**src/rtl/div_seq_if.sv**
```systemverilog
// div_seq_if: request/response bundle for the sequential divider.
//   start    request pulse (sampled by the divider only while idle)
//   A, B     dividend / divisor, two's complement
//   Lo, Hi   quotient / remainder, registered in the divider
//   busy     divider is in RUN or FIX
//   done     one-cycle pulse, Lo/Hi freshly written
//   div_zero present only with DIV_SEQ_DIV_ZERO_FLAG_EN; pulses with done on B = 0
// Modports: master (control unit side), slave (divider side).
interface div_seq_if;
   logic        start;
   logic [31:0] A;
   logic [31:0] B;
   logic [31:0] Lo;
   logic [31:0] Hi;
   logic        busy;
   logic        done;
`ifdef DIV_SEQ_DIV_ZERO_FLAG_EN
   logic        div_zero;
`endif

   modport master (
      output start, A, B,
      input  Lo, Hi, busy, done
`ifdef DIV_SEQ_DIV_ZERO_FLAG_EN
      , input div_zero
`endif
   );

   modport slave (
      input  start, A, B,
      output Lo, Hi, busy, done
`ifdef DIV_SEQ_DIV_ZERO_FLAG_EN
      , output div_zero
`endif
   );
endinterface

```
**src/rtl/div_seq.sv**
```systemverilog
// div_seq: sequential signed 32-bit divider, radix-2 restoring on magnitudes.
// Quotient returned on Lo, remainder on Hi (remainder takes the dividend's sign,
// quotient truncates toward zero). B = 0 forces Lo = 0xFFFFFFFF, Hi = A.
// Ports:
//   clock  rising-edge clock
//   clear  synchronous active-high reset
//   bus    div_seq_if.slave (start, A, B in; Lo, Hi, busy, done [, div_zero] out)
// Optional feature macro: DIV_SEQ_DIV_ZERO_FLAG_EN -- adds div_zero and a short
// path (IDLE -> FIX) for a zero divisor.
module div_seq (
   input  logic     clock,
   input  logic     clear,
   div_seq_if.slave bus
);

   typedef enum logic [1:0] {StIdle, StRun, StFix} state_e;

   state_e      state_q, state_d;
   logic [31:0] dvd_q, dvd_d;      // dividend shift register, collects quotient bits
   logic [31:0] dsr_q, dsr_d;      // divisor magnitude
   logic [32:0] rem_q, rem_d;      // partial remainder
   logic [31:0] araw_q, araw_d;    // raw dividend for the divide-by-zero result
   logic        qneg_q, qneg_d;
   logic        rneg_q, rneg_d;
   logic        bzero_q, bzero_d;
   logic [4:0]  cnt_q, cnt_d;
   logic [31:0] lo_q, lo_d;
   logic [31:0] hi_q, hi_d;
   logic        done_q, done_d;
`ifdef DIV_SEQ_DIV_ZERO_FLAG_EN
   logic        dz_q, dz_d;
`endif

   logic [31:0] abs_a, abs_b;
   logic [33:0] rem_sh;
   logic [33:0] trial;
   logic        q_bit;
   logic        accept;

   // |0x80000000| stays 0x80000000, which is the correct unsigned magnitude.
   assign abs_a  = bus.A[31] ? (32'd0 - bus.A) : bus.A;
   assign abs_b  = bus.B[31] ? (32'd0 - bus.B) : bus.B;
   assign accept = (state_q == StIdle) && bus.start;

   // One restoring step; trial[33] is the borrow/sign of the subtraction.
   assign rem_sh = {rem_q, dvd_q[31]};
   assign trial  = rem_sh - {2'b00, dsr_q};
   assign q_bit  = ~trial[33];

   // State register and datapath flops.
   always_ff @(posedge clock) begin
      if (clear) begin
         state_q <= StIdle;
         dvd_q   <= '0;
         dsr_q   <= '0;
         rem_q   <= '0;
         araw_q  <= '0;
         qneg_q  <= 1'b0;
         rneg_q  <= 1'b0;
         bzero_q <= 1'b0;
         cnt_q   <= '0;
         lo_q    <= '0;
         hi_q    <= '0;
         done_q  <= 1'b0;
`ifdef DIV_SEQ_DIV_ZERO_FLAG_EN
         dz_q    <= 1'b0;
`endif
      end else begin
         state_q <= state_d;
         dvd_q   <= dvd_d;
         dsr_q   <= dsr_d;
         rem_q   <= rem_d;
         araw_q  <= araw_d;
         qneg_q  <= qneg_d;
         rneg_q  <= rneg_d;
         bzero_q <= bzero_d;
         cnt_q   <= cnt_d;
         lo_q    <= lo_d;
         hi_q    <= hi_d;
         done_q  <= done_d;
`ifdef DIV_SEQ_DIV_ZERO_FLAG_EN
         dz_q    <= dz_d;
`endif
      end
   end

   // Next-state logic.
   always_comb begin
      state_d = state_q;
      unique case (state_q)
         StIdle: begin
            if (bus.start) begin
`ifdef DIV_SEQ_DIV_ZERO_FLAG_EN
               state_d = (bus.B == 32'd0) ? StFix : StRun;
`else
               state_d = StRun;
`endif
            end
         end
         StRun:   if (cnt_q == 5'd31) state_d = StFix;
         StFix:   state_d = StIdle;
         default: state_d = StIdle;
      endcase
   end

   // Datapath and registered-output next values.
   always_comb begin
      dvd_d   = dvd_q;
      dsr_d   = dsr_q;
      rem_d   = rem_q;
      araw_d  = araw_q;
      qneg_d  = qneg_q;
      rneg_d  = rneg_q;
      bzero_d = bzero_q;
      cnt_d   = cnt_q;
      lo_d    = lo_q;
      hi_d    = hi_q;
      done_d  = 1'b0;
`ifdef DIV_SEQ_DIV_ZERO_FLAG_EN
      dz_d    = 1'b0;
`endif
      unique case (state_q)
         StIdle: begin
            if (accept) begin
               dvd_d   = abs_a;
               dsr_d   = abs_b;
               rem_d   = '0;
               araw_d  = bus.A;
               qneg_d  = bus.A[31] ^ bus.B[31];
               rneg_d  = bus.A[31];
               bzero_d = (bus.B == 32'd0);
               cnt_d   = '0;
            end
         end
         StRun: begin
            rem_d = q_bit ? trial[32:0] : rem_sh[32:0];
            dvd_d = {dvd_q[30:0], q_bit};
            cnt_d = cnt_q + 5'd1;
         end
         StFix: begin
            if (bzero_q) begin
               lo_d = 32'hFFFF_FFFF;
               hi_d = araw_q;
            end else begin
               lo_d = qneg_q ? (32'd0 - dvd_q) : dvd_q;
               hi_d = rneg_q ? (32'd0 - rem_q[31:0]) : rem_q[31:0];
            end
            done_d = 1'b1;
`ifdef DIV_SEQ_DIV_ZERO_FLAG_EN
            dz_d   = bzero_q;
`endif
         end
         default: ;
      endcase
   end

   // Outputs.
   always_comb begin
      bus.busy = (state_q == StRun) || (state_q == StFix);
      bus.Lo   = lo_q;
      bus.Hi   = hi_q;
      bus.done = done_q;
`ifdef DIV_SEQ_DIV_ZERO_FLAG_EN
      bus.div_zero = dz_q;
`endif
   end

endmodule

```
**src/flat_wrapper.sv**
```systemverilog
// flat-port wrapper written by rule: the top's interface ports become plain ports
module div_seq_flat 
  (clock, clear, bus_start, bus_A, bus_B, bus_Lo, bus_Hi, bus_busy, bus_done);
  div_seq_if bus_i ();
  input  logic clock;
  input  logic clear;
  input wire logic [$bits(bus_i.start)-1:0] bus_start;
  input wire logic [$bits(bus_i.A)-1:0] bus_A;
  input wire logic [$bits(bus_i.B)-1:0] bus_B;
  output wire logic [$bits(bus_i.Lo)-1:0] bus_Lo;
  output wire logic [$bits(bus_i.Hi)-1:0] bus_Hi;
  output wire logic [$bits(bus_i.busy)-1:0] bus_busy;
  output wire logic [$bits(bus_i.done)-1:0] bus_done;
  assign bus_i.start = bus_start;
  assign bus_i.A = bus_A;
  assign bus_i.B = bus_B;
  assign bus_Lo = bus_i.Lo;
  assign bus_Hi = bus_i.Hi;
  assign bus_busy = bus_i.busy;
  assign bus_done = bus_i.done;
  div_seq u_core (.clock(clock), .clear(clear), .bus(bus_i));
endmodule
```
**config.mk**
```make
export PLATFORM = sky130hd
export DESIGN_NAME = div_seq_flat
export DESIGN_NICKNAME = d
export VERILOG_FILES = /design/src/rtl/div_seq_if.sv /design/src/rtl/div_seq.sv /design/src/flat_wrapper.sv
export SDC_FILE = /design/constraint.sdc
export NUM_CORES = 1
export LEC_CHECK = 0
export ABC_AREA = 1
export ABC_CLOCK_PERIOD_IN_PS = 2300
export CORE_UTILIZATION = 30
export CTS_CLUSTER_DIAMETER = 60
export DETAILED_ROUTE_END_ITERATION = 8
export PLACE_DENSITY = 0.54
export RECOVER_POWER = 100
export SYNTH_ARGS = -nofsm -noshare
export SYNTH_HDL_FRONTEND = slang
export SYNTH_SLANG_ARGS = --single-unit
```
**constraint.sdc**
```tcl
create_clock -name clock -period 2.3 [get_ports clock]
set_input_delay 0.23 -clock clock [delete_from_list [all_inputs] [get_ports clock]]
set_output_delay 0.23 -clock clock [all_outputs]
set_load 0.01 [all_outputs]
```
# [Word level (Yosys, flattened, before mapping)]
# Index checks and enable logic that the tools add are counted.
[totals] ff_bits=204 output_inout_bits=66
[classes] add_sub_neg=6 n_eq_ne=6 muxes=17 n_bitwise=2 n_reduce_logical=8
[ops] operator="two-way mux 32 bit" n=7
[ops] operator="subtractor 1 x 32 -> 32 bit, first input constant" n=4
[ops] operator="two-way mux 33 bit" n=2
[ops] operator="one-hot mux 33 bit (2 select lines)" n=1
[ops] operator="one-hot mux 32 bit (2 select lines)" n=1
[ops] operator="subtractor 34 x 32 -> 34 bit" n=1
[ops] operator="logical NOT 32 bit" n=1
[ops] operator="one-hot mux 5 bit (2 select lines)" n=1
[ops] operator="AND reduction 2 bit" n=3
[ops] operator="adder 5 x 1 -> 5 bit, second input constant" n=1
[ops] operator="equality test 5 bit, second input constant" n=1
[ops] operator="two-way mux 5 bit" n=1
[ops] operator="two-way mux 2 bit" n=2
[ops] operator="inequality test 2 x 1 -> 1 bit, second input constant" n=2
[ops] operator="one-hot mux 2 bit (2 select lines)" n=1
[ops] operator="equality test 2 x 1 -> 1 bit, second input constant" n=1
[ops] operator="equality test 2 bit, second input constant" n=1
[ops] operator="logical NOT 2 bit" n=1
[ops] operator="inequality test 2 bit, second input constant" n=1
[ops] operator="nonzero test 2 bit" n=1
[ops] operator="logical AND 1 bit" n=1
[ops] operator="logical OR 1 bit" n=1
[ops] operator="two-way mux 1 bit" n=1
[ops] operator="NOT 1 bit" n=1
[ops] operator="bitwise XOR 1 bit" n=1

# [Logic depth before layout (Yosys ltp)]
# Gate-level depths: netlist (run 1).
[logic_depth] ltp_word=4 mapped_depth=18 ltp_nobuf=17

# [Worst setup path before layout (run 1)]
# No wires, ideal clock.
[synth_timing] path_type="reg-to-reg" start="reg u_core.dvd_q[31]" end="reg u_core.rem_q[32]" arrival_ps=1837 required_ps=2168 slack_ps=331 path_stages_with_launch=17 path_buffers=0 period_less_slack_ps=1969 path_cell_list="dfxtp_1 inv_1 ha_1 inv_1 fa_1 nand3_1 nand3_1 nand2_1 nand2_1 nand2_1 nand2_1 nand2_1 nand3_1 nand2_1 nand3_1 nand3_1 a21oi_1"
[synth_via] elab_chain_cells=3
[synth_lines] element="from (decl)" line="div_seq.sv:19" rtl="logic [31:0] dvd_q, dvd_d;"
[synth_lines] element="from (signal assigned)" line="div_seq.sv:70" rtl="dvd_q <= dvd_d;"
[synth_lines] element="subtractor 34 x 32 -> 34 bit" line="div_seq.sv:47" rtl="assign trial = rem_sh - {2'b00, dsr_q};"
[synth_lines] element="two-way mux 33 bit" line="div_seq.sv:136" rtl="rem_d = q_bit ? trial[32:0] : rem_sh[32:0];"
[synth_lines] element="one-hot mux 33 bit (2 select lines)" line="div_seq.sv:122" rtl="unique case (state_q)"
[synth_lines] element="to (signal assigned)" line="div_seq.sv:72" rtl="rem_q <= rem_d;"
[synth_lines] element="to (decl)" line="div_seq.sv:21" rtl="logic [32:0] rem_q, rem_d;"
# Every way passes these cells.
# A chain may end at the register's enable or synchronous reset.

# [Final worst setup path (run 1)]
[layout_timing] start="reg u_core.dsr_q[29]" end="reg u_core.rem_q[2]"
[layout_via] elab_chain_cells=3
[layout_lines] element="from (decl)" line="div_seq.sv:20" rtl="logic [31:0] dsr_q, dsr_d;"
[layout_lines] element="from (signal assigned)" line="div_seq.sv:71" rtl="dsr_q <= dsr_d;"
[layout_lines] element="subtractor 34 x 32 -> 34 bit" line="div_seq.sv:47"
[layout_lines] element="two-way mux 33 bit" line="div_seq.sv:136"
[layout_lines] element="one-hot mux 33 bit (2 select lines)" line="div_seq.sv:122"
# Every way passes these cells.

==> summary.md, run 1 <==
| Metric | Value |
|---|---|
| Initial antenna violation count | `0` |
| Clk Latency, worst-skew pair | `590 ps` |
| CP Cell Sequence | `inv_2 -> ha_1 -> nand2_1 -> nor3_2 -> nand2_2 -> nor2_4 -> nor2_4 -> buf_6 -> nand2_8 -> nand2_8 -> clkbuf_16 -> nand3_1 -> nand3_1 -> a21oi_1` |
| Rows | `79` |
| Register bit total from synthesis | `203` |
| Post-synthesis sequential area ratio | `28.7%` |
| CP peak stage delay | `330 ps` |
| Max Clock Freq | `0.449 GHz` |
| Die W | `219 um` |
| Cells after Synth | `2338` |
| Worst min path class | `input port to flip-flop` |
| Grt ovf | `0` |
| CP bufs+invs | `3` |
| Post-layout util | `41.5%` |
| Placed Cells | `3135` |
| Clock-pin slew on the worst setup and hold paths | `60 ps` |
| Ant diodes | `0` |
| Worst-Margin Slew | `1000 ps` |
| FF-to-FF setup slack | `70 ps` |
| Worst VDD drop | `647 uV` |
| Placeable core region | `46600 um^2` |
| Pwr/cell area | `695 nW/um^2` |
| Clk buf depth | `3` |
| Lkg Pwr | `8.95 nW` |
| Filler-free cell count of the finished design | `3215` |
| RR Endpoint | `u_core.rem_q[2]` |
| Area Growth Syn to Fin | `36.4%` |
| Rel. slew slack | `33.2%` |
| Syn Nets | `2447` |
| Startpoint types | `flip-flop` |
| Largest net degree at the start of global routing | `122` |
| Fillers | `4900` |
| Via count | `15968` |
| Total Power | `13.4 mW` |
| Crit path arrival time | `2730 ps` |
| DRT antenna net count | `0` |
| Post-synth top area share | `28.7%` |
| RePlAce Congestion | `0.919` |
| H-tree levels | `1` |
| Sum Neg Setup Slack | `0 ps` |
| Ys flop type | `dfxtp_1` |
| Total track usage | `21.6%` |
| IO Port Bufs | `132` |
| IO Pins | `133` |
| Clk sinks | `203` |
| Cts bufs inserted | `31` |
| CTS tree | `built` |
| CP Class | `flip-flop to flip-flop` |
| First-pass GRT wire length | `82600 um` |
| CP max-delay cell | `dfxtp_2` |
| Initial core utilization | `30.4%` |
| Avg Cell Area, Syn | `6.06 um^2` |
| Worst Setup End Kind | `flip-flop` |
| Design area | `19300 um^2` |
| Pre-CTS setup slack | `-78.3 ps` |
| Final Cycle Share | `96.8%` |
| Setup slack after layout | `72.8 ps` |
| Post-synth top cells | `nand2_1, inv_1, a21oi_1` |
| # DRC | `0` |
| Drt pass-1 iters | `5` |
| Die height | `219 um` |
| Run status | `complete, no violations` |
| Hold wc startpoint | `clear` |
| Yosys top cell by area | `dfxtp_1` |
| DP Area | `17200 um^2` |
| Root Driver | `clkbuf_16` |
| EDFF count, synth | `0` |
| DP HPWL | `39800 um` |
| Unique masters post-synth | `44` |
| Cts hold-fix bufs | `0` |
| Final slew viol count | `0` |
| Mapped Area | `14200 um^2` |
| Min Tclk post-route | `2230 ps` |
| # nets final | `2693` |
| Share of layout cells above drive strength 1 | `17.4%` |
| Final hold vios | `0` |
| Final setup violation count | `0` |
| Synthesis Warnings | `0` |
| Storage cell area | `4110 um^2` |
| Routed length per instance | `16.4 um` |
| RSZ-0062 raised after global routing | `yes` |
| Crit Path Max Fanout | `10` |
| Post-synthesis async set-or-reset flop share | `0%` |
| DRT Wirelength | `52800 um` |
| DIE AREA | `48100 um^2` |
| Area contributors post-synth | `dfxtp_1, nand2_1, inv_1` |
| Number of max-cap violations | `0` |
| Vias in the first global route | `14995` |
| Top-count cell post-synth | `nand2_1` |
| Via density | `4.97` |
| Hold WS | `220 ps` |
| Multi-input gate area | `9240 um^2` |
| Hold path cells | `4` |
| CP Data Required Time | `2810 ps` |
| R2R cell count | `14` |
| Worst R2R Start | `u_core.dsr_q[29]` |
| Largest delay share family, worst path | `simple AND/OR/NAND/NOR gates` |
| Worst min-delay path endpoint | `u_core.araw_q[1]` |
| DR iter-0 viols | `1208` |
| Fin Clk Skew | `25.7 ps` |
sequential cells by signal, summed over array words and instances (netlist names):
register,count
u_core.bus.Hi,32
u_core.dsr_q,32
u_core.rem_q,33
u_core.rneg_q,1
u_core.dvd_q,32
u_core.bus.done,1
u_core.cnt_q,5
u_core.state_q,2
u_core.araw_q,31
u_core.bus.Lo,32
u_core.qneg_q,1
u_core.bzero_q,1
cells in the final DEF (no fill, tap or decap), drive strengths merged, types with 9 or more instances in the layout:
cell,Yosys,routed
clkdlybuf4s50,0,65
xor2,43,43
o211ai,33,33
nor3,43,43
o21ai,173,173
dfxtp,203,203
o221ai,14,14
ha,41,41
nand3b,16,16
clkbuf,76,52
nor2,217,217
nor4,9,9
buf,27,173
inv,331,338
dlygate4sd3,0,66
nand4,17,17
a21oi,240,240
xnor2,17,17
clkinv,4,10
nand3,203,203
nand2,595,595
where the power goes:
| part | total [mW] | internal, mW | switching, mW | leakage (nW) |
|---|---|---|---|---|
| clock | 4.76 | 2.86 | 1.91 | 0.505 |
| sequential | 4.20 | 3.91 | 0.295 | 1.67 |
| combinational | 4.46 | 1.75 | 2.71 | 6.77 |
| total | 13.4 | 8.51 | 4.92 | 8.95 |
tightest hold or removal path: stages:
cell and delay (ps):
buf_4 100, inv_2 220, o21ai_0 150, a21oi_1 50
repair_timing:
action / 4_1_cts / 5_1_grt
pin swaps: 3 / 62
endpoints found under the setup margin: 34 / 51
resized for setup: 20 / 199
setup buffers: 2 / 16
hold endpoints to repair: 0 / 0
gates cloned: 1 / 4
area by class of cell:
| cell class | count | area share [%] |
|---|---|---|
| clock inverter | 17 | 0.939 |
| inverter | 335 | 6.53 |
| clock buffer | 40 | 4.40 |
| multi-input combinational | 1697 | 47.8 |
| sequential | 203 | 21.2 |
| tap | 607 | 3.93 |
| timing repair buffer | 316 | 15.1 |
layer usage:
metal	up-vias	wire [um]	global-route usage (%)
met5	-	0	0
met2	406	23200	33.9
met3	76	2360	2.27
li1	8106	-	-
met4	0	1480	5.88
met1	7380	25700	31.1
worst max-delay path by stage:
| stage | start | cells after the start | end |
|---|---|---|---|
| global placement | bus_A[0] | 11 | u_core.dvd_q[18] |
| floorplan | u_core.dvd_q[31] | 16 | u_core.rem_q[32] |
| finish | u_core.dsr_q[29] | 14 | u_core.rem_q[2] |
| global route | u_core.dsr_q[29] | 14 | u_core.rem_q[7] |
| detailed placement | bus_A[0] | 11 | u_core.dvd_q[18] |
| CTS | u_core.dsr_q[4] | 16 | u_core.rem_q[23] |
cell families after synthesis:
kind of cell | count (synthesis) | share of synthesized area, %
AND/OR/NAND/NOR | 1115 | 33.6
AO/OA/AOI/OAI | 480 | 18.3
buffers and inverters | 438 | 12.0
flip-flops | 203 | 28.7
XOR/XNOR | 60 | 3.71
adder cells (fa/ha/maj) | 42 | 3.76
No activity file was read; power rests on OpenSTA's default activity.
==> run 2, diff against run 1 <==
- MAX_ROUTING_LAYER: default -> met4
==> run 2 against run 1 <==
  * Via count is 0.35% lower
  * Sequential share of layout area hardly changed
  * Critical path type unchanged
  * First-iteration DRC count is 2.5% lower
  * Non-clock buffer count stayed put
  * Clock skew increased by 14 ps
==> summary.md, run 2 (synthesis gave the netlist of run 1 again) <==
| Metric | Value |
|---|---|
| Die W | `219 um` |
| Fin Clk Skew | `39.7 ps` |
| IO Port Bufs | `132` |
| Most frequent cells in the layout | `nand2_1, inv_1, a21oi_1` |
| Critical Path End | `u_core.rem_q[6]` |
| Startpoint types | `flip-flop` |
| CP max-delay cell | `dfxtp_2` |
| Crit Path Max Fanout | `8` |
| Top reg by flops | `u_core.rem_q` |
| CP peak stage delay | `350 ps` |
| Total track usage | `22.1%` |
| Die height | `219 um` |
| FF-to-FF setup slack | `20 ps` |
| RSZ-0062 raised after global routing | `yes` |
| CTS tree | `built` |
| Initial core utilization | `30.4%` |
| Routed length per instance | `16.5 um` |
| Placeable core region | `46600 um^2` |
| Final setup violation count | `0` |
| Setup slack after layout | `18.8 ps` |
| Cts bufs inserted | `30` |
| DP HPWL | `39800 um` |
| H-tree levels | `1` |
| DR iter-0 viols | `1178` |
| Max reg flops | `33` |
| Lkg Pwr | `8.86 nW` |
| IO Pins | `133` |
| Root Driver | `clkbuf_16` |
| Final Cycle Share | `99.2%` |
| Worst min path class | `input port to flip-flop` |
| Max Clock Freq | `0.438 GHz` |
| Hold WS | `179 ps` |
| RR Endpoint | `u_core.rem_q[6]` |
| DRT antenna net count | `0` |
| Worst R2R Start | `u_core.dsr_q[23]` |
| RePlAce Congestion | `0.932` |
| Grt ovf | `0` |
| Pwr/cell area | `698 nW/um^2` |
| Multi-input gate area | `9190 um^2` |
| Fillers | `4965` |
| Vias in the first global route | `14939` |
| Crit path arrival time | `2710 ps` |
| First-pass GRT wire length | `81600 um` |
| Min Tclk post-route | `2280 ps` |
| Clk sinks | `203` |
| # nets final | `2692` |
| Run status | `complete, no violations` |
| DRT Wirelength | `53000 um` |
| Cts hold-fix bufs | `0` |
| Share of layout cells above drive strength 1 | `16.5%` |
| Worst-Margin Slew | `996 ps` |
| Rows | `79` |
| Setup crit start | `u_core.dsr_q[23]` |
| CP Cell Sequence | `inv_4 -> ha_4 -> nand2_4 -> nor2_4 -> inv_2 -> nor2_4 -> inv_2 -> nor2_4 -> nand2_8 -> nand3_4 -> clkbuf_16 -> nand3_1 -> nand3_1 -> a21oi_1` |
| Placed Cells | `3138` |
| Clock-pin slew on the worst setup and hold paths | `60 ps` |
| R2R cell count | `14` |
| CP Class | `flip-flop to flip-flop` |
| Sum Neg Setup Slack | `0 ps` |
| DIE AREA | `48100 um^2` |
| CP Data Required Time | `2730 ps` |
| Via count | `15912` |
| Final hold vios | `0` |
| Rel. slew slack | `33.6%` |
| Area Growth Syn to Fin | `36.1%` |
| Post-layout util | `41.4%` |
| Pre-CTS setup slack | `-95.3 ps` |
| Largest net degree at the start of global routing | `122` |
| Clk buf depth | `3` |
| Worst VDD drop | `625 uV` |
| Worst Setup End Kind | `flip-flop` |
| # DRC | `0` |
| Final slew viol count | `0` |
| Commonest non-fill, non-tap cell in the layout | `nand2_1` |
| Number of max-cap violations | `0` |
| CP dominant cell by count | `nor2_4` |
| Drt pass-1 iters | `5` |
| Via density | `4.95` |
| Filler-free cell count of the finished design | `3213` |
| Initial antenna violation count | `1` |
| Storage cell area | `4100 um^2` |
| Clk Latency, worst-skew pair | `610 ps` |
==> run 2: changes by cell type in the layout (fill, tap and decap cells not counted), sizes merged <==
cell and change:
clkbuf -3, buf -3, inv -5, dlygate4sd3 -3
clkinvlp +1, bufinv +2, diode +1, clkinv +5
clkdlybuf4s50 +3
==> run 2: final cells by class <==
cell class	instances	area share, %
antenna	1	0.0130
timing repair buffer	316	15.3
tap	607	3.94
sequential	203	21.3
clock buffer	34	4.02
inverter	335	6.55
multi-input combinational	1697	47.6
clock inverter	20	1.34
==> run 2: timing repair <==
action                                  in CTS  in global routing
hold endpoints to repair                     0                  0
resized for setup                            9                189
setup buffers                                1                 11
endpoints found under the setup margin      34                 47
gates cloned                                 0                  8
pin swaps                                    1                 53
==> run 2: metrics by stage <==
step                total power, mW  instance area [um^2]
global placement               8.33                 17200
CTS                            13.2                 18300
finish                         13.5                 19300
detailed placement             8.35                 17200
floorplan                      6.63                 14200
global route                   14.3                 19300
==> run 2: report_power, final <==
| group | internal [mW] | switching [mW] |
|---|---|---|
| clock network | 2.89 | 1.91 |
| logic | 1.75 | 2.71 |
| registers | 3.91 | 0.289 |
| total | 8.55 | 4.91 |
==> run 2: worst min-delay path by stage <==
stage | from | to | slack (ps) | depth (start not counted)
global placement | u_core.araw_q[1] | u_core.araw_q[1] | 440 | 2
floorplan | bus_A[10] | u_core.araw_q[10] | 360 | 2
global route | clear | u_core.bus.Lo[14] | 190 | 5
CTS | clear | u_core.bus.Lo[8] | 160 | 5
finish | clear | u_core.bus.Lo[4] | 180 | 5
detailed placement | u_core.araw_q[1] | u_core.araw_q[1] | 440 | 2
==> run 2: critical path: cells and delay by family, from the launching register on <==
kind / cells / cell delay (ps)
buffers and inverters: 4 / 420
DFF: 1 / 350
and+or+nand+nor: 8 / 970
adders and majority gates: 1 / 290
AOI/OAI and AO/OA: 1 / 70
==> run 2: routing by layer <==
layer | global-route usage, % | routed length [um] | share of wire (%)
met4 | 5.65 | 1250 | 2.4
met1 | 30.5 | 25400 | 48
met2 | 34.0 | 23500 | 44
met5 | - | 0 | 0
met3 | 2.52 | 2850 | 5.4
==> RTL edit, RTL diff (settings of run 1) <==
Add an input register stage for `clear`, without a reset; this delays it by one clock. The other inputs are not delayed to match.
--- a/src/rtl/div_seq.sv
+++ b/src/rtl/div_seq.sv
@@ -15,4 +15,10 @@
 
    typedef enum logic [1:0] {StIdle, StRun, StFix} state_e;
+
+   logic clear_q;
+
+   always_ff @(posedge clock) begin
+      clear_q <= clear;
+   end
 
    state_e      state_q, state_d;
@@ -50,5 +56,5 @@
    // State register and datapath flops.
    always_ff @(posedge clock) begin
-      if (clear) begin
+      if (clear_q) begin
          state_q <= StIdle;
          dvd_q   <= '0;
Behaviour: not the same (a bounded check fails within 4 cycles, from zero or initial values).
==> RTL edit against run 1 <==
- design area shrank 2.2%
- sequential share of layout area is 0.53 points higher
- clock skew is 0.0058 ns lower
- synthesized area up 0.14%
- critical path type unchanged
- count of clock-buffer cells in the layout down 1
- highest routed layer unchanged
- die area grew 0.14%
- power is 2.6% lower
- wire length grew 0.15%
- sequential cell count up 1
- global-route usage decreased by 0.31 points
- critical path depth is 3 higher
- setup slack better by 0.0063 ns
==> RTL edit: results (changes against run 1) <==
[placed_design]
dp_hpwl_um = 40100  ; +0.77%
place_ws_ns = -0.0120  ; +0.0663 ns

[synthesis]
netlist.area_leader.share = 0.288  ; +0.00101
synth_adder_area_share = 0.0376  ; -0.0000531
synth_fp_nets = 2448  ; +0.041%
synthTopCellsByArea = dfxtp_1 (29%), nand2_1 (16%), inv_1 (8.6%)
yosys.area_share.xor_xnor = 0.0370  ; -0.0000523
yosysSeqAreaShare = 0.288  ; +0.00101

[power_and_ir_drop]
p_leak_nw = 8.79  ; -1.7%
vdd_drop_max_v = 0.000668  ; +3.3%

[critical_path]
cp-startpoint = u_core.dsr_q[7]$_SDFFE_PP0P_
crit_path_max_incr_delay_ns = 0.31  ; -0.02 ns
arrival_ns = 2.62  ; -0.11 ns

[detailed_routing]
wl_per_cell_um = 16.4  ; +0.21%
vias = 15802  ; -1.0%

[min_path]
hold_depth = 1  ; -3

[finish]
layout-drive-gt1-share = 0.145  ; -0.0294
final_nets = 2692  ; -0.037%

[grt]
gr-usage-met1 = 0.297  ; -0.0144
use_met2 = 0.344  ; +0.00526
use_met3 = 0.0247  ; +0.00198
antenna_found_initial = 1  ; +1
grt_pass1_wl_um = 81100  ; -1.9%

[clock_network]
cts_buffers = 29  ; -6.5%

[status]
status = finished clean

[sta]
slew-limit-headroom = 0.541  ; +0.210

[RTL edit: changes by cell type in the layout (fill, tap and decap cells not counted), moves of 7 or more]
cell	change
dfxtp_2	-9
nand3_1	+21
nand2_2	-10
buf_4	+7
nand2_1	+14
inv_1	+15
inv_2	-13
ha_1	+7
nand3_2	-20
dfxtp_1	+10
[RTL edit: timing repair]
action | 4_1_cts | 5_1_grt
endpoints found under the setup margin | 0 | 54
setup buffers | 0 | 9
resized for setup | 0 | 128
hold endpoints to repair | 0 | 0
[RTL edit: metrics by stage]
| step | setup TNS (ns) | utilization | hold slack, ns | std cells | cell area (um2) |
|---|---|---|---|---|---|
| final | 0 | 0.406 | 0.225 | 3213 | 18900 |
| after floorplan | 0 | - | 0.258 | 2339 | 14200 |
| after global placement | -0.0803 | 0.370 | 0.440 | 3146 | 17200 |
| after global routing | -0.155 | 0.406 | 0.232 | 3213 | 18900 |
| after detailed placement | -0.0120 | 0.370 | 0.440 | 3146 | 17200 |
| after CTS | 0 | 0.391 | 0.0866 | 3200 | 18200 |
[RTL edit: routing by layer]
metal	vias up	wire length, um
li1	8092	-
met1	7247	25400
met2	399	23700
met3	64	2520
met4	0	1230
met5	-	0
[RTL edit: worst paths after layout]
check | endpoint | slack, ns
max reg2reg | u_core.rem_q[22]$_SDFFE_PP0P_ | 0.08
max | u_core.rem_q[22]$_SDFFE_PP0P_ | 0.08
min reg2reg | u_core.bus.Hi[19]$_SDFFE_PP0P_ | 0.46
min | u_core.clear_q$_DFF_P_ | 0.22
[RTL edit: final cells by class]
type                            instances  share of cell area
Multi-Input combinational cell       1697               0.475
Sequential cell                       204               0.218
Timing Repair Buffer                  316               0.149
Inverter                              335              0.0665
Clock buffer                           39              0.0441
Tap cell                              607              0.0402
Clock inverter                         15             0.00814
[RTL edit: cells by family (layout without fill, tap and decap cells)]
family                   count (synthesis)  in the layout
AO/OA/AOI/OAI                          480            480
XOR/XNOR                                60             60
adder cells (fa/ha/maj)                 42             42
buffers and inverters                  438            705
AND/OR/NAND/NOR                       1115           1115
flip-flops                             204            204
[RTL edit: power groups by stage]
stage / combinational (W) / sequential [W] / clock (W)
floorplan: 0.00241 / 0.00423 / 0
global placement: 0.00408 / 0.00424 / 0
detailed placement: 0.00410 / 0.00424 / 0
CTS: 0.00413 / 0.00417 / 0.00463
global route: 0.00485 / 0.00423 / 0.00477
finish: 0.00436 / 0.00419 / 0.00453
